File: config.mk
export PLATFORM = sky130hd
export DESIGN_NAME = control_seq
export DESIGN_NICKNAME = d
export VERILOG_FILES = /design/src/rtl/control_seq.sv
export SDC_FILE = /design/constraint.sdc
export NUM_CORES = 1
export LEC_CHECK = 0
export ABC_AREA = 1
export CAP_MARGIN = 20
export CORE_MARGIN = 2
export CORE_UTILIZATION = 39
export CTS_BUF_LIST = sky130_fd_sc_hd__clkbuf_16
export DETAILED_ROUTE_END_ITERATION = 12
export PLACE_DENSITY = 0.83
export SLEW_MARGIN = 20
export SYNTH_ARGS = -nofsm -noshare
export SYNTH_HDL_FRONTEND = slang
export SYNTH_SLANG_ARGS = --single-unit
File: constraint.sdc
create_clock -name clk -period 1.3 [get_ports clk]
set_input_delay 0.325 -clock clk [delete_from_list [all_inputs] [get_ports clk]]
set_output_delay 0.325 -clock clk [all_outputs]
set_load 0.02 [all_outputs]
File: src/rtl/control_seq.sv
// Mealy control sequencer: FETCH -> DECODE -> multi-cycle EXECUTE, optional MEM_WAIT, HALT.
// Optional retired-instruction counter enabled by `define CONTROL_SEQ_RETIRE_CNT_EN.
module control_seq #(
    parameter int STEP_W = 3
`ifdef CONTROL_SEQ_RETIRE_CNT_EN
    ,
    parameter int CNT_W  = 16
`endif
) (
    input  logic              clk,
    input  logic              rst_async_n,
    input  logic              fetch_complete,
    input  logic [STEP_W-1:0] exec_len,
    input  logic              exec_mem,
    input  logic              mem_ready,
    input  logic              branch_taken,
    input  logic              halt_req,
    output logic [2:0]        state,
    output logic [STEP_W-1:0] exec_step,
    output logic              decode_en,
    output logic              rf_write_en,
    output logic              mem_access_en,
    output logic [1:0]        fetch_operation,
    output logic              retire,
`ifdef CONTROL_SEQ_RETIRE_CNT_EN
    output logic [CNT_W-1:0]  retire_count,
`endif
    output logic              halted
);

    typedef enum logic [2:0] {
        S_FETCH    = 3'd0,
        S_DECODE   = 3'd1,
        S_EXECUTE  = 3'd2,
        S_MEM_WAIT = 3'd3,
        S_HALT     = 3'd4
    } state_t;

    typedef enum logic [1:0] {
        FOP_NOP     = 2'b00,
        FOP_INC_PC  = 2'b01,
        FOP_LOAD_PC = 2'b10
    } fop_t;

    state_t            state_q, state_d;
    logic [STEP_W-1:0] step_q;
    logic [STEP_W-1:0] len_q;
    logic              mem_q;
    logic              last_step;
    fop_t              fop;

    assign last_step = (step_q == len_q);

    always_ff @(posedge clk or negedge rst_async_n) begin
        if (!rst_async_n) begin
            state_q <= S_FETCH;
            step_q  <= '0;
            len_q   <= '0;
            mem_q   <= 1'b0;
        end else begin
            state_q <= state_d;
            if (state_q == S_DECODE) begin
                len_q  <= exec_len;
                mem_q  <= exec_mem;
                step_q <= '0;
            end else if (state_q == S_EXECUTE && !last_step) begin
                step_q <= step_q + 1'b1;
            end
        end
    end

    always_comb begin
        state_d       = state_q;
        decode_en     = 1'b0;
        rf_write_en   = 1'b0;
        mem_access_en = 1'b0;
        fop           = FOP_NOP;
        retire        = 1'b0;
        halted        = 1'b0;
        case (state_q)
            S_FETCH: begin
                if (halt_req) begin
                    state_d = S_HALT;
                end else if (fetch_complete) begin
                    state_d   = S_DECODE;
                    decode_en = 1'b1;
                end
            end
            S_DECODE: state_d = S_EXECUTE;
            S_EXECUTE: begin
                if (last_step) begin
                    if (mem_q) begin
                        state_d = S_MEM_WAIT;
                    end else begin
                        rf_write_en = 1'b1;
                        retire      = 1'b1;
                        fop         = branch_taken ? FOP_LOAD_PC : FOP_INC_PC;
                        state_d     = S_FETCH;
                    end
                end
            end
            S_MEM_WAIT: begin
                mem_access_en = 1'b1;
                if (mem_ready) begin
                    rf_write_en = 1'b1;
                    retire      = 1'b1;
                    fop         = FOP_INC_PC;
                    state_d     = S_FETCH;
                end
            end
            S_HALT: begin
                halted = 1'b1;
                if (!halt_req) state_d = S_FETCH;
            end
            default: state_d = S_FETCH;
        endcase
        // FETCH strobes depend on live inputs, so force them quiet while reset is held
        if (!rst_async_n) begin
            decode_en     = 1'b0;
            rf_write_en   = 1'b0;
            mem_access_en = 1'b0;
            fop           = FOP_NOP;
            retire        = 1'b0;
            halted        = 1'b0;
        end
    end

    assign state           = state_q;
    assign exec_step       = step_q;
    assign fetch_operation = fop;

`ifdef CONTROL_SEQ_RETIRE_CNT_EN
    logic [CNT_W-1:0] cnt_q;

    always_ff @(posedge clk or negedge rst_async_n) begin
        if (!rst_async_n) begin
            cnt_q <= '0;
        end else if (retire && state_q != S_HALT) begin
            cnt_q <= cnt_q + 1'b1;
        end
    end

    assign retire_count = cnt_q;
`endif

endmodule

# == Yosys cells after proc, flatten, opt, wreduce, memory -nomap -nowiden ==
# Cells that the tools add are included.
# Widths: inputs -> output; s select.
# totals
ff_bits,10
latchBits,0
mem_bits_rw,0
mem_bits_ro,0
inputBits,10
output_inout_bits,13
word_cells,47
mem_count,0
# op_classes
add_sub_neg,1
mul,0
div_mod_pow,0
n_lt_le_gt_ge,0
eq_ne,9
shifts,0
mux,28
bitwise,0
n_reduce_logical,5
# op_table
operator,n
$mux 3,7
$pmux 3 s5,1
$mux 1,13
$mux 2,5
$eq 3x2->1 const B,2
$ne 2x2->1 const B,3
$pmux 2 s2,1
$reduce_and 4->1,1
$add 3x1->3 const B,1
$eq 3x1->1 const B,1
$eq 3x3->1,1
$eq 3x3->1 const B,1
$logic_not 3->1,1
$ne 3x3->1 const B,1
$pmux 1 s2,1
$reduce_bool 2->1,1
$logic_and 1x1->1,1
$logic_not 1->1,1

# == Longest topological paths before layout ==
# logic_depth
depth_word,5
ltp_mapped,9
mapped_depth_nobuf,9

# == Worst setup path before layout ==
# OpenSTA, ideal clock, no wires.
# synth_timing
kind,register to output
startpoint,register state_q[0] (netlist: state[0])
endpoint,output rf_write_en
t_arrival_ps,1536
path_slack_ps,-561
stages_incl_launch_ff,7
cell_sequence,dfrtp_1 -> inv_1 -> nand3_1 -> nor2_1 -> nand3_1 -> a21oi_1 -> buf_4
# synth_between
elab_chain_cells,3
word_cells_on_any_way,4
classes_between,eq/ne (2); mux (2)
# synth_lines
item,line_no,rtl
from (decl),45,"state_t state_q, state_d;"
from (signal assigned),61,state_q <= state_d;
$eq 3x2->1,-,
$pmux 1 s2 (*),-,
$mux 1 (*),-,
to (decl),21,"output logic rf_write_en,"
# Every way passes the cells marked *; elsewhere a longest branch is shown, timed or not.

# == Final worst setup path ==
# layout_timing
startpoint,register step_q[1] (netlist: exec_step[1])
endpoint,output fetch_operation[0]
# layout_between
elab_chain_cells,4
# layout_lines
item,line_no,rtl
from (decl),46,logic [STEP_W-1:0] step_q;
from (signal assigned),67,step_q <= step_q + 1'b1;
$eq 3x3->1,52,assign last_step = (step_q == len_q);
$mux 2,91,if (last_step) begin
$pmux 2 s2,80,case (state_q)
$mux 2,118,if (!rst_async_n) begin
to (decl),23,"output logic [1:0] fetch_operation,"
# No other way between the ends.

==> impl_results.html <==
<table>
<tr><th>Metric</th><th>Value</th></tr>
<tr><th colspan="2">Global route</th></tr>
<tr><td>Initial antenna violation count</td><td>0</td></tr>
<tr><td>Most Crowded Layer GR</td><td>met2</td></tr>
<tr><td>Overall fraction of global-route tracks in use</td><td>roughly 28%</td></tr>
<tr><td>Routing usage on met2</td><td>48.6%</td></tr>
<tr><td>Global-route congestion overflow total</td><td>0</td></tr>
<tr><td>Global-route wire length before repair</td><td>3.98 mm</td></tr>
<tr><td>Via count of the first global-routing pass</td><td>888</td></tr>
<tr><td>Met3 GRT Util</td><td>7.20%</td></tr>
<tr><td>Pin count of the biggest net entering global routing</td><td>8</td></tr>
<tr><td>Met1 Resource Use GR</td><td>about 33%</td></tr>
<tr><th colspan="2">STA</th></tr>
<tr><td>Tmin final</td><td>1.74 ns</td></tr>
<tr><td>Fin Hold WS</td><td>0.186 ns</td></tr>
<tr><td>Total count of max-transition violations in the final report</td><td>0</td></tr>
<tr><td>Final Hold Viols</td><td>0</td></tr>
<tr><td>RSZ-0062 raised after global routing</td><td>yes</td></tr>
<tr><td>Fmax</td><td>0.575 GHz</td></tr>
<tr><td>Slew at the pin closest to its max-slew limit</td><td>0.211 ns</td></tr>
<tr><td>Final-layout setup total negative slack</td><td>-2.74 ns</td></tr>
<tr><td>Tcrit/Tclk final</td><td>134%</td></tr>
<tr><td>Remaining max-slew budget at the tightest pin</td><td>a little under nine tenths</td></tr>
<tr><td>Setup-violating endpoint count in the final report</td><td>12</td></tr>
<tr><td>Worst setup slack after layout</td><td>-0.438 ns</td></tr>
<tr><td>Setup clock skew after layout</td><td>0.00866 ns</td></tr>
<tr><th colspan="2">Synthesis</th></tr>
<tr><td>Top-area cell type share of the netlist area</td><td>38.0%</td></tr>
<tr><td>Yosys top cell by area</td><td>sky130_fd_sc_hd__dfrtp_1</td></tr>
<tr><td>List of most frequent post-synthesis cells</td><td>33 x sky130_fd_sc_hd__nand2_1, 13 x sky130_fd_sc_hd__inv_1, 10 x sky130_fd_sc_hd__dfrtp_1, 10 x sky130_fd_sc_hd__nand3_1, 6 x sky130_fd_sc_hd__nor2_1</td></tr>
<tr><td>Syn Nets</td><td>107</td></tr>
<tr><td>Sequential-to-total area share from yosys stat</td><td>between 30% and 40%</td></tr>
<tr><td>Syn Area/Cell</td><td>6.86 µm²</td></tr>
<tr><td>Share of synthesized registers carrying an async set or reset</td><td>100%</td></tr>
<tr><td>Post-synth design cell area</td><td>658 µm²</td></tr>
<tr><td>Post-synth EDFFs</td><td>0</td></tr>
<tr><td>Number of warnings printed during yosys synthesis</td><td>0</td></tr>
<tr><td>Top FF cell, synth</td><td>sky130_fd_sc_hd__dfrtp_1</td></tr>
<tr><td>Flip-flop and latch count after synthesis</td><td>10</td></tr>
<tr><td>Most frequent cell after synthesis</td><td>sky130_fd_sc_hd__nand2_1</td></tr>
<tr><td>Synthesized netlist cell count</td><td>96</td></tr>
<tr><td>Library cells used by synthesis</td><td>18</td></tr>
<tr><td>Top cells by area in the synthesized netlist</td><td>sky130_fd_sc_hd__dfrtp_1 38%, sky130_fd_sc_hd__nand2_1 19%, sky130_fd_sc_hd__nand3_1 7.6%</td></tr>
<tr><th colspan="2">Power</th></tr>
<tr><td>Leak</td><td>0.713 nW</td></tr>
<tr><td>Post-layout power</td><td>3.43 mW</td></tr>
<tr><td>Combinational group share of total power</td><td>65.1%</td></tr>
<tr><td>Part of the total power dissipated in sequential elements</td><td>18.5%</td></tr>
<tr><td>Maximum vdd ir drop</td><td>1.86 mV</td></tr>
<tr><td>Net switching component of the power</td><td>1.60 mW</td></tr>
<tr><td>PD cells</td><td>2420 nW/µm²</td></tr>
<tr><td>Switching fraction of total power</td><td>46.7%</td></tr>
<tr><td>Share of total power in the clock network</td><td>16.4%</td></tr>
<tr><td>Internal power</td><td>1.83 mW</td></tr>
<tr><th colspan="2">Critical path</th></tr>
<tr><td>First element of the critical path</td><td>exec_step[1]</td></tr>
<tr><td>Critical path endpoint category</td><td>primary output</td></tr>
<tr><td>Worst setup path endpoint</td><td>fetch_operation[0]</td></tr>
<tr><td>Register-to-register setup slack</td><td>-0.07 ns</td></tr>
<tr><td>Logic depth of the worst register-to-register path</td><td>9</td></tr>
<tr><td>Peak fanout along the critical path</td><td>4</td></tr>
<tr><td>Endpoint required time on the critical path</td><td>0.98 ns</td></tr>
<tr><td>RR Startpoint</td><td>state[1]</td></tr>
<tr><td>Arrival time at the worst endpoint</td><td>1.41 ns</td></tr>
<tr><td>Endpoint of the worst register-to-register path</td><td>state[1]</td></tr>
<tr><td>Critical Setup Path Class</td><td>reg -&gt; out</td></tr>
<tr><td>Kind of launch point of the worst setup path</td><td>register</td></tr>
<tr><th colspan="2">Placement</th></tr>
<tr><td>Area after detailed placement</td><td>1100 µm²</td></tr>
<tr><td>IO Port Bufs</td><td>22</td></tr>
<tr><td>Number of cells after detailed placement</td><td>157</td></tr>
<tr><td>Detail Placement HPWL</td><td>1.54 mm</td></tr>
<tr><td>Post-Place Worst Slack</td><td>-0.850 ns</td></tr>
<tr><td>Final RePlAce weighted congestion</td><td>a little over 0.8</td></tr>
<tr><th colspan="2">Clock tree</th></tr>
<tr><td>CTS Hold Buffers Added</td><td>0</td></tr>
<tr><td>Clock root buffer master</td><td>sky130_fd_sc_hd__clkbuf_16</td></tr>
<tr><td>Maximum clock insertion buffer count</td><td>2</td></tr>
<tr><td>Clock transition at the registers of the reported paths</td><td>0.05 ns</td></tr>
<tr><td>TritonCTS clock tree</td><td>yes</td></tr>
<tr><td>CTS HTree Levels</td><td>1</td></tr>
<tr><td>Clk Latency, worst-skew pair</td><td>0.24 ns</td></tr>
<tr><td>Number of clock buffers inserted by TritonCTS</td><td>3</td></tr>
<tr><td>Count of clock tree sinks</td><td>10</td></tr>
<tr><th colspan="2">Die</th></tr>
<tr><td>Die X-Extent</td><td>45.1 µm</td></tr>
<tr><td>Area enclosed by the die boundary</td><td>around 2000 µm²</td></tr>
<tr><td>Core region area</td><td>1540 µm²</td></tr>
<tr><td>Die Y-Extent</td><td>about 45 µm</td></tr>
<tr><td>Starting density of the core</td><td>42.7%</td></tr>
<tr><td>Core Rows</td><td>14</td></tr>
<tr><td>Number of I/O pins</td><td>23</td></tr>
<tr><th colspan="2">Finish</th></tr>
<tr><td>Post-Layout Inst Area</td><td>1420 µm²</td></tr>
<tr><td>Fin cells</td><td>165</td></tr>
<tr><td>Utilization of the core after routing</td><td>92.1%</td></tr>
<tr><td>Fraction of final layout cells with drive strength greater than 1</td><td>between 50% and 60%</td></tr>
<tr><td>Diode count</td><td>0</td></tr>
<tr><td>Layout-stage area growth over the synthesis result</td><td>116%</td></tr>
<tr><td>Layout Nets</td><td>161</td></tr>
<tr><th colspan="2">Run status</th></tr>
<tr><td>Outcome</td><td>finished, violations left</td></tr>
<tr><td>Violations in the final reports</td><td>setup timing</td></tr>
<tr><th colspan="2">Detailed routing</th></tr>
<tr><td>Remaining design rule violation count</td><td>0</td></tr>
<tr><td>Antenna-violating nets left</td><td>0</td></tr>
<tr><td>Post-detailed-route via-to-cell ratio</td><td>5.64</td></tr>
<tr><td>Count of TritonRoute iterations in the first routing pass</td><td>4</td></tr>
<tr><td>Wire length per cell after detailed routing</td><td>19.1 µm</td></tr>
<tr><td>Via total after detailed routing</td><td>slightly above 900</td></tr>
<tr><td>Number of design-rule violations left by the first detailed-router iteration</td><td>25</td></tr>
<tr><td>Total detailed-routing wirelength</td><td>about 3.1 mm</td></tr>
<tr><th colspan="2">Flow run</th></tr>
<tr><td>Number of maximum-capacitance violations</td><td>0</td></tr>
<tr><th colspan="2">Hold path</th></tr>
<tr><td>Path category of the worst min-delay check</td><td>in -&gt; async</td></tr>
</table>
-- layout by cell type (no fill, tap or decap), drive strengths merged --
cell type      count
nand4              3
ha                 1
nor3               1
clkdlybuf4s15      1
nand2             37
clkbuf             3
clkdlybuf4s50      7
nor4               1
nor2              10
inv               14
o21ai              3
dfrtp             10
buf               40
dlygate4sd2        1
dlymetal6s2s       1
xor2               1
nand3             12
clkinv             1
a21oi              2
-- worst min-delay path by stage --
| stage | to | start | slack, ns | cells past startpoint |
|---|---|---|---|---|
| 6_report | state[1] | rst_async_n | 0.19 | 2 |
| 5_1_grt | state[1] | rst_async_n | 0.20 | 2 |
| 4_1_cts | state[1] | rst_async_n | 0.18 | 2 |
| 3_5_place_dp | len_q[0] | len_q[0] | 0.57 | 2 |
| 3_3_place_gp | len_q[0] | len_q[0] | 0.56 | 2 |
| 2_1_floorplan | exec_step[0] | rst_async_n | 0.03 | 0 |
-- state kept, by name, indices dropped and copies added (netlist names) --
name	count
exec_step	3
len_q	3
state	3
mem_q	1
-- routing by layer --
| metal | vias to the layer above | part of all wire [%] |
|---|---|---|
| met5 | - | 0 |
| met4 | 0 | 4.0 |
| met3 | 19 | 5.8 |
| met2 | 45 | 52 |
| met1 | 456 | 38 |
| li1 | 411 | - |
-- critical path: stages, from the launching register on --
cell and delay (ns):
sky130_fd_sc_hd__dfrtp_2 0.42, sky130_fd_sc_hd__inv_2 0.06, sky130_fd_sc_hd__nand2_1 0.08, sky130_fd_sc_hd__nand2_2 0.08, sky130_fd_sc_hd__nor2_4 0.12, sky130_fd_sc_hd__nand4_1 0.12, sky130_fd_sc_hd__a21oi_2 0.14, sky130_fd_sc_hd__buf_4 0.15
-- cells by family (layout without fill, tap and decap cells) --
group / after synthesis / in the layout / synth area share [%]
simple gates: 64 / 64 / 45.8
buf+inv: 15 / 68 / 9.13
flops: 10 / 10 / 38.0
compound gates: 5 / 5 / 3.80
fa+ha+maj: 1 / 1 / 1.90
xor+xnor: 1 / 1 / 1.33
-- power groups by stage --
stage | clock network, mW | registers, mW | logic (mW)
floorplan | 0 | 0.682 | 0.647
global placement | 0 | 0.554 | 1.43
detailed placement | 0 | 0.561 | 1.50
CTS | 0.554 | 0.580 | 1.67
global route | 0.582 | 0.644 | 2.37
finish | 0.563 | 0.634 | 2.23
-- area by class of cell --
type	instances	area (µm²)
fillers	54	121
repair buffers	50	457
clock inverters	1	3.75
flip-flops and latches	10	256
well taps	16	20.0
inverters	14	57.6
clock buffers	3	75.1
multi-input cells	71	551
-- repair_timing --
action | CTS | global route
endpoints found under the setup margin | 21 | 16
gates resized for setup | 84 | 41
pin swaps | 9 | 15
setup buffers | 3 | 5
(Power assumes the default switching activity.)
==> RTL change 1 (same flow settings) <==
The option `CONTROL_SEQ_RETIRE_CNT_EN` is turned on by a define.
--- a/src/rtl/control_seq.sv
+++ b/src/rtl/control_seq.sv
@@ -2,2 +2,4 @@
 // Optional retired-instruction counter enabled by `define CONTROL_SEQ_RETIRE_CNT_EN.
+`define CONTROL_SEQ_RETIRE_CNT_EN
+
 module control_seq #(
Formal check against the unedited RTL (old outputs only; new: retire_count): equivalent (Yosys induction, for registers that start in step).
==> RTL change 1 against the unedited design <==
  * The run still ends with negative setup slack left
  * Area after synthesis increased by 150%
  * Non-clock buffer count grew 44
  * Clock skew down 0.0052 ns
  * Sequential cell count rose by 16
  * Design area grew 93%
  * Count of clock-buffer cells in the layout stayed put
  * Worst setup slack worse by 0.17 ns
  * Critical path depth up 1
  * Utilization is 24 points lower
  * Total power is 29% higher
  * Die area up 130%
  * Routed wire length increased by 61%
  * Critical path type unchanged
  * Highest routed layer unchanged
==> RTL change 1: results (changes against the unedited design) <==
Final setup violation count = 32 (+20)
layout filler cell count = 290 (+440%)
P_leak = 1.38 nW (+93%)
final WL = 5.07 mm (+61%)
gr usage total = 20.8% (-7.5 points)
final net count = 337 (+110%)
largest net degree at the start of global routing = 23 (+15)
worst hold slack = 0.0930 ns (-0.0931 ns)
max_slew headroom = 78.6% (-7.3 points)
setup_tns = -10.08 ns (-7.34 ns)
first-pass GRT wire length = 7.33 mm (+84%)
reg-to-reg endpoint = retire_count[5]
dpl hpwl = 3.20 mm (+110%)
clock distribution power = 0.000700 W (+24%)
yosys synthesis warning count = 0 (unchanged)
CTS resizes = 115 (+37%)
Setup Skew = 0.00346 ns (-0.00519 ns)
Seq/Total Area, Yosys = 40.1% (+2.0 points)
clk slew on worst S/H paths = 0.07 ns (+0.02 ns)
CP Max Fanout = 5 (+1)
Skew-Pair Late Insertion Delay = 0.26 ns (+0.02 ns)
worst slack at placement = -0.799 ns (+0.0508 ns)
Net Sw Power = 0.00178 W (+11%)
distinct cell type count after synthesis = 24 (+6)
total number of vias = 1853 (+99%)
Avg Inst Size Synth = 7.03 um2 (+2.6%)
starting DRC count in detailed routing = 123 (+390%)
CP Launch Point = state[2]
Arr. time, crit path = 1.59 ns (+0.18 ns)
Synth async-reset ratio = 100% (unchanged)
Routability Congestion = 0.903 (+12%)
violated checks = negative setup slack
non-filler cells, final = 374 (+130%)
cells on worst reg2reg path = 10 (+1)
Cell Area, Placed = 2430 um2 (+120%)
layout cells sized above 1 = 40.1% (-20 points)
largest cells by area after synthesis = dfrtp_1 (40%), nand2_1 (20%), nand3_1 (9.6%)
worst vdd ir = 1350 uV (-27%)
number of global-route vias before repair = 1751 (+97%)
Worst Setup Slack, final = -0.613 ns (-0.174 ns)
Synth top cells by count = nand2_1 (86), nand3_1 (31), dfrtp_1 (26)
P_seq = 0.00120 W (+89%)
internal power = 0.00264 W (+44%)
outcome = finished, violations left
IO Port Bufs = 38 (+73%)
synthesized net count = 243 (+130%)
FF-to-FF Start = state[2]
-- RTL change 1: changes by cell type in the layout (fill, tap and decap cells not counted), sizes merged, moves of 3 or more --
cell,unedited run,this run
buf,40,69
clkbuf,3,8
clkdlybuf4s15,1,11
dfrtp,10,26
inv,14,22
nand2,37,89
nand3,12,32
nand4,3,8
nor2,10,24
xnor2,0,3
xor2,1,6
-- RTL change 1: cells by family (layout without fill, tap and decap cells) --
kind of cell	Yosys count	after routing	share of synthesized area (%)
adders and majority gates	2	2	1.54
buffers and inverters	28	121	7.47
AOI/OAI and AO/OA	7	7	2.39
and+or+nand+nor	157	157	42.3
xor gates and xnor gates	9	9	4.85
muxes	2	2	1.39
DFF	26	26	40.1
-- RTL change 1: layout make-up --
| class | count | area [um2] | share of cell area (%) |
|---|---|---|---|
| clock inverters | 1 | 3.75 | 0.137 |
| well taps | 50 | 62.6 | 2.28 |
| repair buffers | 94 | 837 | 30.6 |
| clock buffers | 3 | 75.1 | 2.74 |
| multi-input cells | 177 | 1000 | 36.6 |
| inverters | 23 | 92.6 | 3.38 |
| flip-flops and latches | 26 | 666 | 24.3 |
-- RTL change 1: routing by layer --
| layer | vias to the layer above | GRT usage [%] | part of all wire, % |
|---|---|---|---|
| met3 | 13 | 3.90 | 5.5 |
| li1 | 931 | - | - |
| met5 | - | 0 | 0 |
| met2 | 61 | 37.6 | 53 |
| met4 | 0 | 9.00 | 2.5 |
| met1 | 848 | 23.5 | 39 |
-- RTL change 1: worst max-delay path: stages, from the launching register on --
cell and delay, ns:
dfrtp_2 0.45, inv_2 0.09, nand3_2 0.08, nor2_2 0.13, nand3_2 0.15, nand2_4 0.12
nand2_4 0.07, a21oi_4 0.11, buf_6 0.12
==> RTL change 2 (same flow settings) <==
Made on the original files. Change the parameter `STEP_W` from 3 to 6.
--- a/src/rtl/control_seq.sv
+++ b/src/rtl/control_seq.sv
@@ -3,3 +3,3 @@
 module control_seq #(
-    parameter int STEP_W = 3
+    parameter int STEP_W = 6
 `ifdef CONTROL_SEQ_RETIRE_CNT_EN
Interface: changed (resized exec_len and exec_step); port bits go from 23 to 29. No check against the original RTL was run, so the function may have changed too.
==> RTL change 2 against the unedited design <==
  * The run still ends with negative setup slack left
  * Sequential cell count grew 6
  * Area after synthesis grew 54%
  * Worst setup slack worse by 0.19 ns
  * Clock power up 9.2%
  * Count of clock-buffer cells in the layout unchanged
  * Routed wire length increased by 38%
  * Synthesized cell count grew 47%
  * Total power is 35% higher
  * Combinational power is 43% higher
  * Design area increased by 42%
  * Largest cell class unchanged
==> RTL change 2: results (changes against the unedited design) <==
violated checks = negative setup slack
layout filler cell count = 135 (+150%)
Sequential Power Share = 18.2% (-0.3 points)
Setup Skew = 0.000713 ns (-0.00795 ns)
number of global-route vias before repair = 1138 (+28%)
CP Max Fanout = 3 (-1)
Worst Setup Slack, final = -0.627 ns (-0.189 ns)
non-filler cells, final = 244 (+48%)
starting DRC count in detailed routing = 31 (+24%)
placed cells = 224 (+43%)
largest cells by area after synthesis = dfrtp_1 (39%), nand2_1 (19%), nand3_1 (6.9%)
layout cells sized above 1 = 56.1% (-3.7 points)
Final setup violation count = 24 (+12)
first-pass GRT wire length = 4.84 mm (+22%)
distinct cell type count after synthesis = 23 (+5)
final WL = 4.34 mm (+38%)
IO Port Bufs = 28 (+27%)
gr usage total = 23.0% (-5.3 points)
outcome = finished, violations left
total number of vias = 1333 (+43%)
Cell Area, Placed = 1570 um2 (+42%)
worst slack at placement = -0.880 ns (-0.0297 ns)
CP delay by family, top = simple AND/OR/NAND/NOR gates
synthesized net count = 155 (+45%)
Syn Inst Count = 141 (+47%)
pwr dens = 2300 nW/um2 (-4.9%)
Routability Congestion = 0.845 (+4.9%)
Switching Fraction = 43.3% (-3.5 points)
Synth top cells by count = nand2_1 (51), dfrtp_1 (16), inv_1 (15)
highest-delay cell along the critical path = dfrtp_1
Seq/Total Area, Yosys = 39.4% (+1.4 points)
-- RTL change 2: final cells by class --
type / instances / area (um2) / area share [%]
Inverter: 18 / 91.3 / 4.53
Timing Repair Buffer: 71 / 668 / 33.1
Sequential cell: 16 / 410 / 20.3
Multi-Input combinational cell: 105 / 731 / 36.2
Clock buffer: 3 / 75.1 / 3.72
Clock inverter: 1 / 3.75 / 0.186
Tap cell: 30 / 37.5 / 1.86
-- RTL change 2: worst register-to-register path, delay by kind of cell (launching register included) --
kind,cells,cell delay [ns]
and+or+nand+nor,4,0.40
buffers and inverters,4,0.53
DFF,1,0.45
-- RTL change 2: kinds of logic (layout without fill, tap and decap cells) --
logic type	after synthesis	count (layout)	synth area share, %
simple gates	92	93	42.4
flops	16	16	39.4
fa+ha+maj	1	1	1.23
xor+xnor	5	5	4.31
compound gates	6	6	2.95
buf+inv	21	93	9.73
-- RTL change 2: path summary, 6_finish.rpt --
path | from | to | slack (ns) | cells after the start
max in group asynchronous | rst_async_n | exec_step[3] | 0.76 | 2
max reg2reg | state[1] | exec_step[0] | -0.21 | 8
max | state[2] | fetch_operation[0] | -0.63 | 9
min reg2reg | len_q[2] | len_q[2] | 0.56 | 2
min in group clk | len_q[2] | len_q[2] | 0.56 | 2
min | rst_async_n | state[2] | 0.30 | 2
-- RTL change 2: metal layers --
metal | share of wire [%] | vias to the layer above | GRT usage, % | wire length (um)
met5 | 0 | - | 0 | 0
met4 | 5.2 | 0 | 6.50 | 225
met3 | 5.8 | 25 | 5.91 | 253
met2 | 54 | 72 | 45.2 | 2360
met1 | 35 | 640 | 23.6 | 1500
li1 | - | 596 | - | -
-- RTL change 2: repair_timing --
item                       in CTS  in global routing
setup endpoints to repair      22                 25
hold buffers                    0                  0
pin swaps                       9                 18
resized for setup              92                 60
setup buffers                   6                 13
cloned                          1                  1
